--- src/rtl/redstone_tick_sched.sv ---
// Tick scheduler for the redstone fabric: issues a registered one-cycle o_tick
// at a programmable period, under host RUN/PAUSE/STEP control, and counts ticks.
module redstone_tick_sched #(
    parameter int CNT_W          = 32,
    parameter int DIV_W          = 24,
    parameter int DEFAULT_PERIOD = 1
) (
    input  logic             i_clk,
    input  logic             i_rst,
    input  logic             i_cmd_valid,
    output logic             o_cmd_ready,
    input  logic [2:0]       i_cmd_op,
    input  logic [31:0]      i_cmd_arg,
    input  logic             i_hold,
    input  logic             i_abort,
    output logic             o_tick,
    output logic [CNT_W-1:0] o_tick_count,
    output logic             o_running,
    output logic             o_step_done
);

    typedef enum logic [1:0] {
        S_IDLE = 2'd0,
        S_RUN  = 2'd1,
        S_STEP = 2'd2
    } state_t;

    localparam logic [2:0] OP_PAUSE       = 3'd0;
    localparam logic [2:0] OP_RUN         = 3'd1;
    localparam logic [2:0] OP_STEP        = 3'd2;
    localparam logic [2:0] OP_SET_PERIOD  = 3'd3;
    localparam logic [2:0] OP_CLEAR_COUNT = 3'd4;

    localparam logic [DIV_W-1:0] P_RST = (DEFAULT_PERIOD == 0) ? DIV_W'(1) : DIV_W'(DEFAULT_PERIOD);

    state_t             r_state,     w_state_n;
    logic [DIV_W-1:0]   r_period,    w_period_n;
    logic [DIV_W-1:0]   r_phase,     w_phase_n;
    logic [31:0]        r_remaining, w_remaining_n;
    logic [CNT_W-1:0]   r_count,     w_count_n;
    logic               r_tick,      w_tick_n;
    logic               r_step_done, w_step_done_n;
    logic               r_zero_pend, w_zero_pend_n;

    logic               w_ready;
    logic               w_accept;
    logic               w_top;
    logic               w_fire;
    logic               w_last;
    logic [DIV_W-1:0]   w_arg_period;

    // A finished STEP keeps the port closed for the cycle its done pulse is visible.
    assign w_ready      = !i_rst && (r_state != S_STEP) && !r_step_done;
    assign w_accept     = i_cmd_valid && w_ready;
    assign w_top        = (r_phase == r_period - DIV_W'(1));
    assign w_fire       = (r_state != S_IDLE) && w_top && !i_hold;
    assign w_last       = (r_state == S_STEP) && (r_remaining == 32'd1);
    assign w_arg_period = i_cmd_arg[DIV_W-1:0];

    // NOTE: every signal gets a default before any branch so no latch is inferred.
    always_comb begin
        w_state_n     = r_state;
        w_period_n    = r_period;
        w_phase_n     = r_phase;
        w_remaining_n = r_remaining;
        w_count_n     = r_count;
        w_tick_n      = 1'b0;
        w_step_done_n = r_zero_pend;
        w_zero_pend_n = 1'b0;

        if (w_accept && (i_cmd_op <= OP_SET_PERIOD)) begin
            w_phase_n = '0;
            case (i_cmd_op)
                OP_PAUSE: w_state_n = S_IDLE;
                OP_RUN:   w_state_n = S_RUN;
                OP_STEP: begin
                    if (i_cmd_arg == 32'd0) begin
                        w_state_n     = S_IDLE;
                        w_zero_pend_n = 1'b1;
                    end else begin
                        w_state_n     = S_STEP;
                        w_remaining_n = i_cmd_arg;
                    end
                end
                default:  w_period_n = (w_arg_period == '0) ? DIV_W'(1) : w_arg_period;
            endcase
        end else begin
            // Abort loses only to the tick decision that completes the step.
            if ((r_state == S_STEP) && i_abort && !(w_fire && w_last)) begin
                w_state_n     = S_IDLE;
                w_remaining_n = '0;
                w_phase_n     = '0;
            end else if (r_state != S_IDLE) begin
                if (w_fire) begin
                    w_tick_n  = 1'b1;
                    w_phase_n = '0;
                    w_count_n = r_count + CNT_W'(1);
                    if (r_state == S_STEP) begin
                        w_remaining_n = r_remaining - 32'd1;
                        if (w_last) begin
                            w_state_n     = S_IDLE;
                            w_step_done_n = 1'b1;
                        end
                    end
                end else if (!w_top) begin
                    w_phase_n = r_phase + DIV_W'(1);
                end
            end
            if (w_accept && (i_cmd_op == OP_CLEAR_COUNT)) begin
                w_count_n = '0;
            end
        end
    end

    // NOTE: sequential state uses non-blocking assignments only.
    always_ff @(posedge i_clk or posedge i_rst) begin
        if (i_rst) begin
            r_state     <= S_IDLE;
            r_period    <= P_RST;
            r_phase     <= '0;
            r_remaining <= '0;
            r_count     <= '0;
            r_tick      <= 1'b0;
            r_step_done <= 1'b0;
            r_zero_pend <= 1'b0;
        end else begin
            r_state     <= w_state_n;
            r_period    <= w_period_n;
            r_phase     <= w_phase_n;
            r_remaining <= w_remaining_n;
            r_count     <= w_count_n;
            r_tick      <= w_tick_n;
            r_step_done <= w_step_done_n;
            r_zero_pend <= w_zero_pend_n;
        end
    end

    assign o_cmd_ready  = w_ready;
    assign o_tick       = r_tick;
    assign o_tick_count = r_count;
    assign o_running    = (r_state != S_IDLE);
    assign o_step_done  = r_step_done;

endmodule
--- config.mk ---
export PLATFORM = sky130hd
export DESIGN_NAME = redstone_tick_sched
export DESIGN_NICKNAME = d
export VERILOG_FILES = /design/src/rtl/redstone_tick_sched.sv
export SDC_FILE = /design/constraint.sdc
export NUM_CORES = 1
export LEC_CHECK = 0
export ABC_AREA = 1
export CELL_PAD_IN_SITES_DETAIL_PLACEMENT = 1
export CELL_PAD_IN_SITES_GLOBAL_PLACEMENT = 1
export CORE_MARGIN = 3
export CORE_UTILIZATION = 38
export CTS_CLUSTER_SIZE = 30
export DETAILED_ROUTE_END_ITERATION = 16
export GPL_TIMING_DRIVEN = 0
export PLACE_DENSITY = 0.82
export SLEW_MARGIN = 25
export SYNTH_ARGS = -nofsm -noshare
export SYNTH_HDL_FRONTEND = slang
export SYNTH_SLANG_ARGS = --single-unit
--- constraint.sdc ---
create_clock -name i_clk -period 3.59 [get_ports i_clk]
set_clock_uncertainty 0.05 [all_clocks]
set_input_delay 0.718 -clock i_clk [delete_from_list [all_inputs] [get_ports i_clk]]
set_output_delay 0.718 -clock i_clk [all_outputs]
set_load 0.1 [all_outputs]
==> results.py <==
metrics = {
    "power_and_ir_drop": {
        "powerDensity_nw_per_um2": 591.8,
        "total_power_mw": 5.886,
        "p_comb_share_pct": 39.0,
        "leakagePower_nw": 4.766,
        "switching_power_mw": 2.540,
        "ir_drop_mv": 0.3116,
        "intPower_mw": 3.347,
        "seq_power_share_pct": 33.1,
        "power_switching_share_pct": 43.15,
        "power_frac_clock_pct": 28.0,
    },
    "synthesis": {
        "synthTopCellsByCount": "416 x nand2_1, 137 x nand3_1, 128 x nor2_1, 116 x dfrtp_1, 104 x inv_1",
        "synth_area_leaders": "dfrtp_1 36%, nand2_1 19%, nand3_1 8.4%",
        "synthMostInstantiatedCell": "nand2_1",
        "yosysWarnings": 0,
        "synthesis.area_sq_um": 8169,
        "synth-main-ff-cell": "dfrtp_1",
        "ys_seq_elements": 117,
        "synth_top_cell_area_share_pct": 35.53,
        "synthCells": 1203,
        "syn_nets": 1248,
        "yosysTopAreaCell": "dfrtp_1",
        "async_flop_share_pct": 100.0,
        "synth-edff-count": 0,
        "yosysUniqueCellTypes": 38,
        "yosysSeqAreaShare_pct": 35.86,
        "postSynthAreaPerCell_sq_um": 6.791,
    },
    "die": {
        "start_util_pct": 38.74,
        "ios": 76,
        "rows": 53,
        "core_area_sq_um": 21090,
        "die_y_um": 152.6,
        "die_w_um": 152.6,
        "die_area_sq_um": 23290,
    },
    "cts": {
        "clk_latency_ns": 0.42,
        "htreeDepth": 4,
        "cts.root.buffer_cell": "clkbuf_16",
        "cts_sinks": 117,
        "post_cts_resize_count": 0,
        "cts_tree": "yes",
        "numCtsBuffers": 17,
        "postCtsSetupBuffers": 0,
        "clockBufferDepth": 2,
        "cts.clk_slew.worst_paths_ns": 0.06,
        "cts_hold_buf": 0,
    },
    "critical_path": {
        "required_ns": 2.82,
        "end_kind": "output pin",
        "crit_type": "input pin to output pin",
        "ff2ff_path_depth": 11,
        "worst_setup_path_start_kind": "input pin",
        "worst-path-max-fanout": 2,
        "critical_path_arrival_ns": 2.60,
    },
    "sta": {
        "worst_slew_pin_slew_ns": 1.006,
        "fmax_ghz": 0.2971,
        "drv_slew": 0,
        "tns_ns": 0,
        "finalSetupViolations": 0,
        "rsz0062_at_grt": "no",
        "finalHoldViolCount": 0,
        "layout_setup_ws_ns": 0.2243,
        "period_needed_ns": 3.366,
        "slew_headroom_pct": 32.71,
        "period_share_pct": 93.75,
    },
    "grt": {
        "grt_overflow": 0,
        "grt_pass1_vias": 8824,
        "antenna_found_initial": 0,
        "grt_usage_pct": 23.85,
        "grt_max_degree": 30,
        "grt_pass1_wl_um": 45510,
    },
    "layout": {
        "multi_input_area_sq_um": 4636,
        "drive_gt1_share_pct": 6.996,
        "diodes": 0,
        "final_nets": 1347,
        "regArea_sq_um": 2929,
        "fillCellCount": 2757,
        "syn2layout_area_growth_pct": 21.76,
    },
    "placement": {
        "io_buffer_count": 75,
        "dp_hpwl_um": 21210,
        "place_ws_ns": -0.06612,
        "gp_congestion": 0.9368,
    },
    "run_status": {
        "status": "complete, no violations",
    },
    "drt": {
        "drc_errors": 0,
        "firstDrtPassIters": 5,
        "via_per_inst": 5.186,
        "wl_per_cell_um": 17.24,
        "antenna_left": 0,
        "dr_total_vias": 8246,
        "drtIter0Drc": 405,
        "drt_wl_total_um": 27410,
    },
    "min_path": {
        "whs_path_depth": 2,
        "hold_path_class": "register to register",
    },
    "job": {
        "maxCapViolations": 0,
    },
}
==> final cells by class <==
type                    instances  area share [%]
plain buffers                  36           1.987
multi-input cells             940           46.60
well taps                     275           3.459
inverters                     110           4.189
repair buffers                 80           8.704
flip-flops and latches        117           29.45
clock inverters                15           1.333
clock buffers                  17           4.277
==> worst max-delay path: stages <==
cell and delay [ns]:
clkdlybuf4s50_1 0.49, nor3_4 0.22, clkdlybuf4s50_1 1.17
==> power by group through the flow <==
stage / Combinational (mW) / Clock, mW / Sequential, mW
after floorplan: 1.54 / 0 / 2.03
after global placement: 2.15 / 0 / 1.95
after detailed placement: 2.26 / 0 / 1.96
after CTS: 2.29 / 1.67 / 1.94
after global routing: 2.58 / 1.74 / 1.99
final: 2.29 / 1.65 / 1.95
==> sequential cells by signal, summed over array words and instances (netlist names) <==
name / count
r_remaining: 32
r_period: 24
r_state: 2
o_tick_count: 32
r_zero_pend: 1
o_tick: 1
o_step_done: 1
r_phase: 24
==> path summary, 6_finish.rpt <==
kind	start	to	slack (ns)
setup / recovery	i_rst	o_cmd_ready	0.22
hold / removal	r_zero_pend	o_step_done	0.41
setup reg to reg	r_state[0]	r_period[20]	0.44
hold reg to reg	r_zero_pend	o_step_done	0.41
max in group asynchronous	i_rst	r_period[0]	2.03
min in group asynchronous	i_rst	o_tick	0.56
==> cell usage in the layout (no fill, tap or decap), drive strengths merged, types with 4 or more instances in the layout <==
cell,synthesis,final
a21oi,7,7
buf,18,23
clkbuf,18,35
clkdlybuf4s50,0,75
clkinv,1,9
clkinvlp,0,5
dfrtp,116,116
ha,5,5
inv,109,110
nand2,423,423
nand3,140,140
nand3b,4,4
nand4,13,13
nor2,143,143
nor3,32,32
nor4,15,15
o21ai,41,41
o22ai,15,15
xnor2,30,30
xor2,66,66
==> metal layers <==
layer  GRT usage [%]  share of wire (%)
met1           31.87                 46
met2           40.65                 49
met3           4.005                3.7
met4           5.558                1.4
met5               0                  0
==> stage by stage <==
stage	area (sq um)	utilization (%)	hold slack (ns)	cells
6_report	9947	47.17	0.4081	1590
5_1_grt	9947	47.17	0.4446	1590
4_1_cts	9947	47.17	0.4194	1590
3_5_place_dp	9389	44.52	0.3969	1558
3_3_place_gp	9274	43.98	0.4043	1553
2_1_floorplan	8179	-	0.3604	1203
==> cells by family after synthesis <==
family	synth area share (%)
AND/OR/NAND/NOR	41.02
adder cells (fa/ha/maj)	0.7658
buffers and inverters	7.474
AO/OA/AOI/OAI	4.595
XOR/XNOR	10.29
flip-flops	35.86
Note: power is estimated with default switching activity, not from simulation.
==> RTL change: new RTL, same settings <==
Set the parameter `CNT_W` to 48 (it was 32).
--- a/src/rtl/redstone_tick_sched.sv
+++ b/src/rtl/redstone_tick_sched.sv
@@ -3,3 +3,3 @@
 module redstone_tick_sched #(
-    parameter int CNT_W          = 32,
+    parameter int CNT_W          = 48,
     parameter int DIV_W          = 24,
Interface: changed (resized o_tick_count); port bits go from 76 to 92. The function was not compared with the original's and may differ.
==> RTL change against the unedited design <==
  * Cell area increased by 21%
  * Fmax down 0.94%
  * Synthesized cell count rose by 29%
  * Synthesized area grew 22%
  * Combinational power up 50%
  * Sequential power up 18%
  * Via count is 31% higher
  * Worst setup slack got worse by 0.032 ns
  * Critical endpoint is now o_tick_count[10]
  * Total power increased by 28%
  * Routed wire length increased by 33%
  * First-iteration DRC count up 67%
  * Critical path type is now register to register
  * Sequential cell count is 16 higher
==> RTL change: results (changes against the unedited design) <==
| Metric | Value |
|---|---|
| Gate power share | `0.457 (+0.067)` |
| Type of element capturing the critical path | `register` |
| Slowest cell on crit path | `sky130_fd_sc_hd__dfrtp_1` |
| Global-route usage over all layers | `0.2608 (+0.02227)` |
| Least-Margin Pin Slew | `0.9967 ns (-0.009526 ns)` |
| Internal power of the cells | `3.911 mW (+17%)` |
| Total wirelength of the detailed-routed design | `36.51 mm (+33%)` |
| Power attributed to sequential cells | `2.31 mW (+18%)` |
| Met2 routing resource usage after global routing | `0.4229 (+0.01638)` |
| Cells on worst reg2reg path | `12 (+1)` |
| Crit Path Max Fanout | `7 (+5)` |
| Crit path max-delay family | `simple AND/OR/NAND/NOR gates` |
| Register-to-register setup slack | `0.19 ns (-0.25 ns)` |
| Dpl cell area | `0.01141 mm^2 (+22%)` |
| Cell types with the highest counts after synthesis | `507 x sky130_fd_sc_hd__nand2_1, 206 x sky130_fd_sc_hd__nand3_1, 201 x sky130_fd_sc_hd__nor2_1, 132 x sky130_fd_sc_hd__dfrtp_1, 124 x sky130_fd_sc_hd__inv_1` |
| DRT iter0 DRCs | `678 (+67%)` |
| Global Route met3 Usage | `0.03545 (-0.004591)` |
| Maximum number of pins on one net before global-route repair | `32 (+6.7%)` |
| Peak supply drop | `0.0003777 V (+21%)` |
| Leakage Power | `5.672 nW (+19%)` |
| Proportion of synthesized chip area in sequential cells | `0.3343 (-0.02422)` |
| Detailed-placement wirelength estimate | `29.23 mm (+38%)` |
| Total of buffers placed on input and output ports | `91 (+21%)` |
| # resized after CTS | `1 (+1)` |
| Routed length on met2 | `16.93 mm (+27%)` |
| Met1 Use GR | `0.3659 (+0.04715)` |
| Startpoint of the worst-slack reg-to-reg timing path | `o_tick_count[0]` |
| Result of the run | `finished clean` |
| Total number of nets in the final design | `1714 (+27%)` |
| Endpoint of the worst-slack reg-to-reg timing path | `o_tick_count[10]` |
| Routed met3 length | `1.245 mm (+23%)` |
| P per Cell Area | `626.0 mW/mm^2 (+5.8%)` |
RTL change: per-stage QoR:
step | hold slack [ns] | utilization | worst slack, ns
after floorplan | 0.3604 | - | 0.2272
after detailed placement | 0.4063 | 0.4480 | -0.4159
after CTS | 0.4266 | 0.4709 | 0.002234
after global routing | 0.4456 | 0.4726 | -0.002643
after global placement | 0.3668 | 0.4435 | -0.4969
final | 0.4186 | 0.4726 | 0.1925
RTL change: final cells by class:
type / instances / area, um^2
well taps: 330 / 412.9
flip-flops and latches: 133 / 3329
repair buffers: 97 / 1033
clock inverters: 14 / 141.4
clock buffers: 18 / 439.2
fillers: 3388 / 13430
inverters: 136 / 514.2
multi-input cells: 1226 / 5899
plain buffers: 58 / 267.8
RTL change: cell families after synthesis:
kind of cell | count (synthesis) | share of synthesized area
AO/OA/AOI/OAI | 79 | 0.04347
XOR/XNOR | 94 | 0.08267
adder cells (fa/ha/maj) | 5 | 0.006282
buffers and inverters | 194 | 0.07715
flip-flops | 133 | 0.3343
AND/OR/NAND/NOR | 1048 | 0.4561
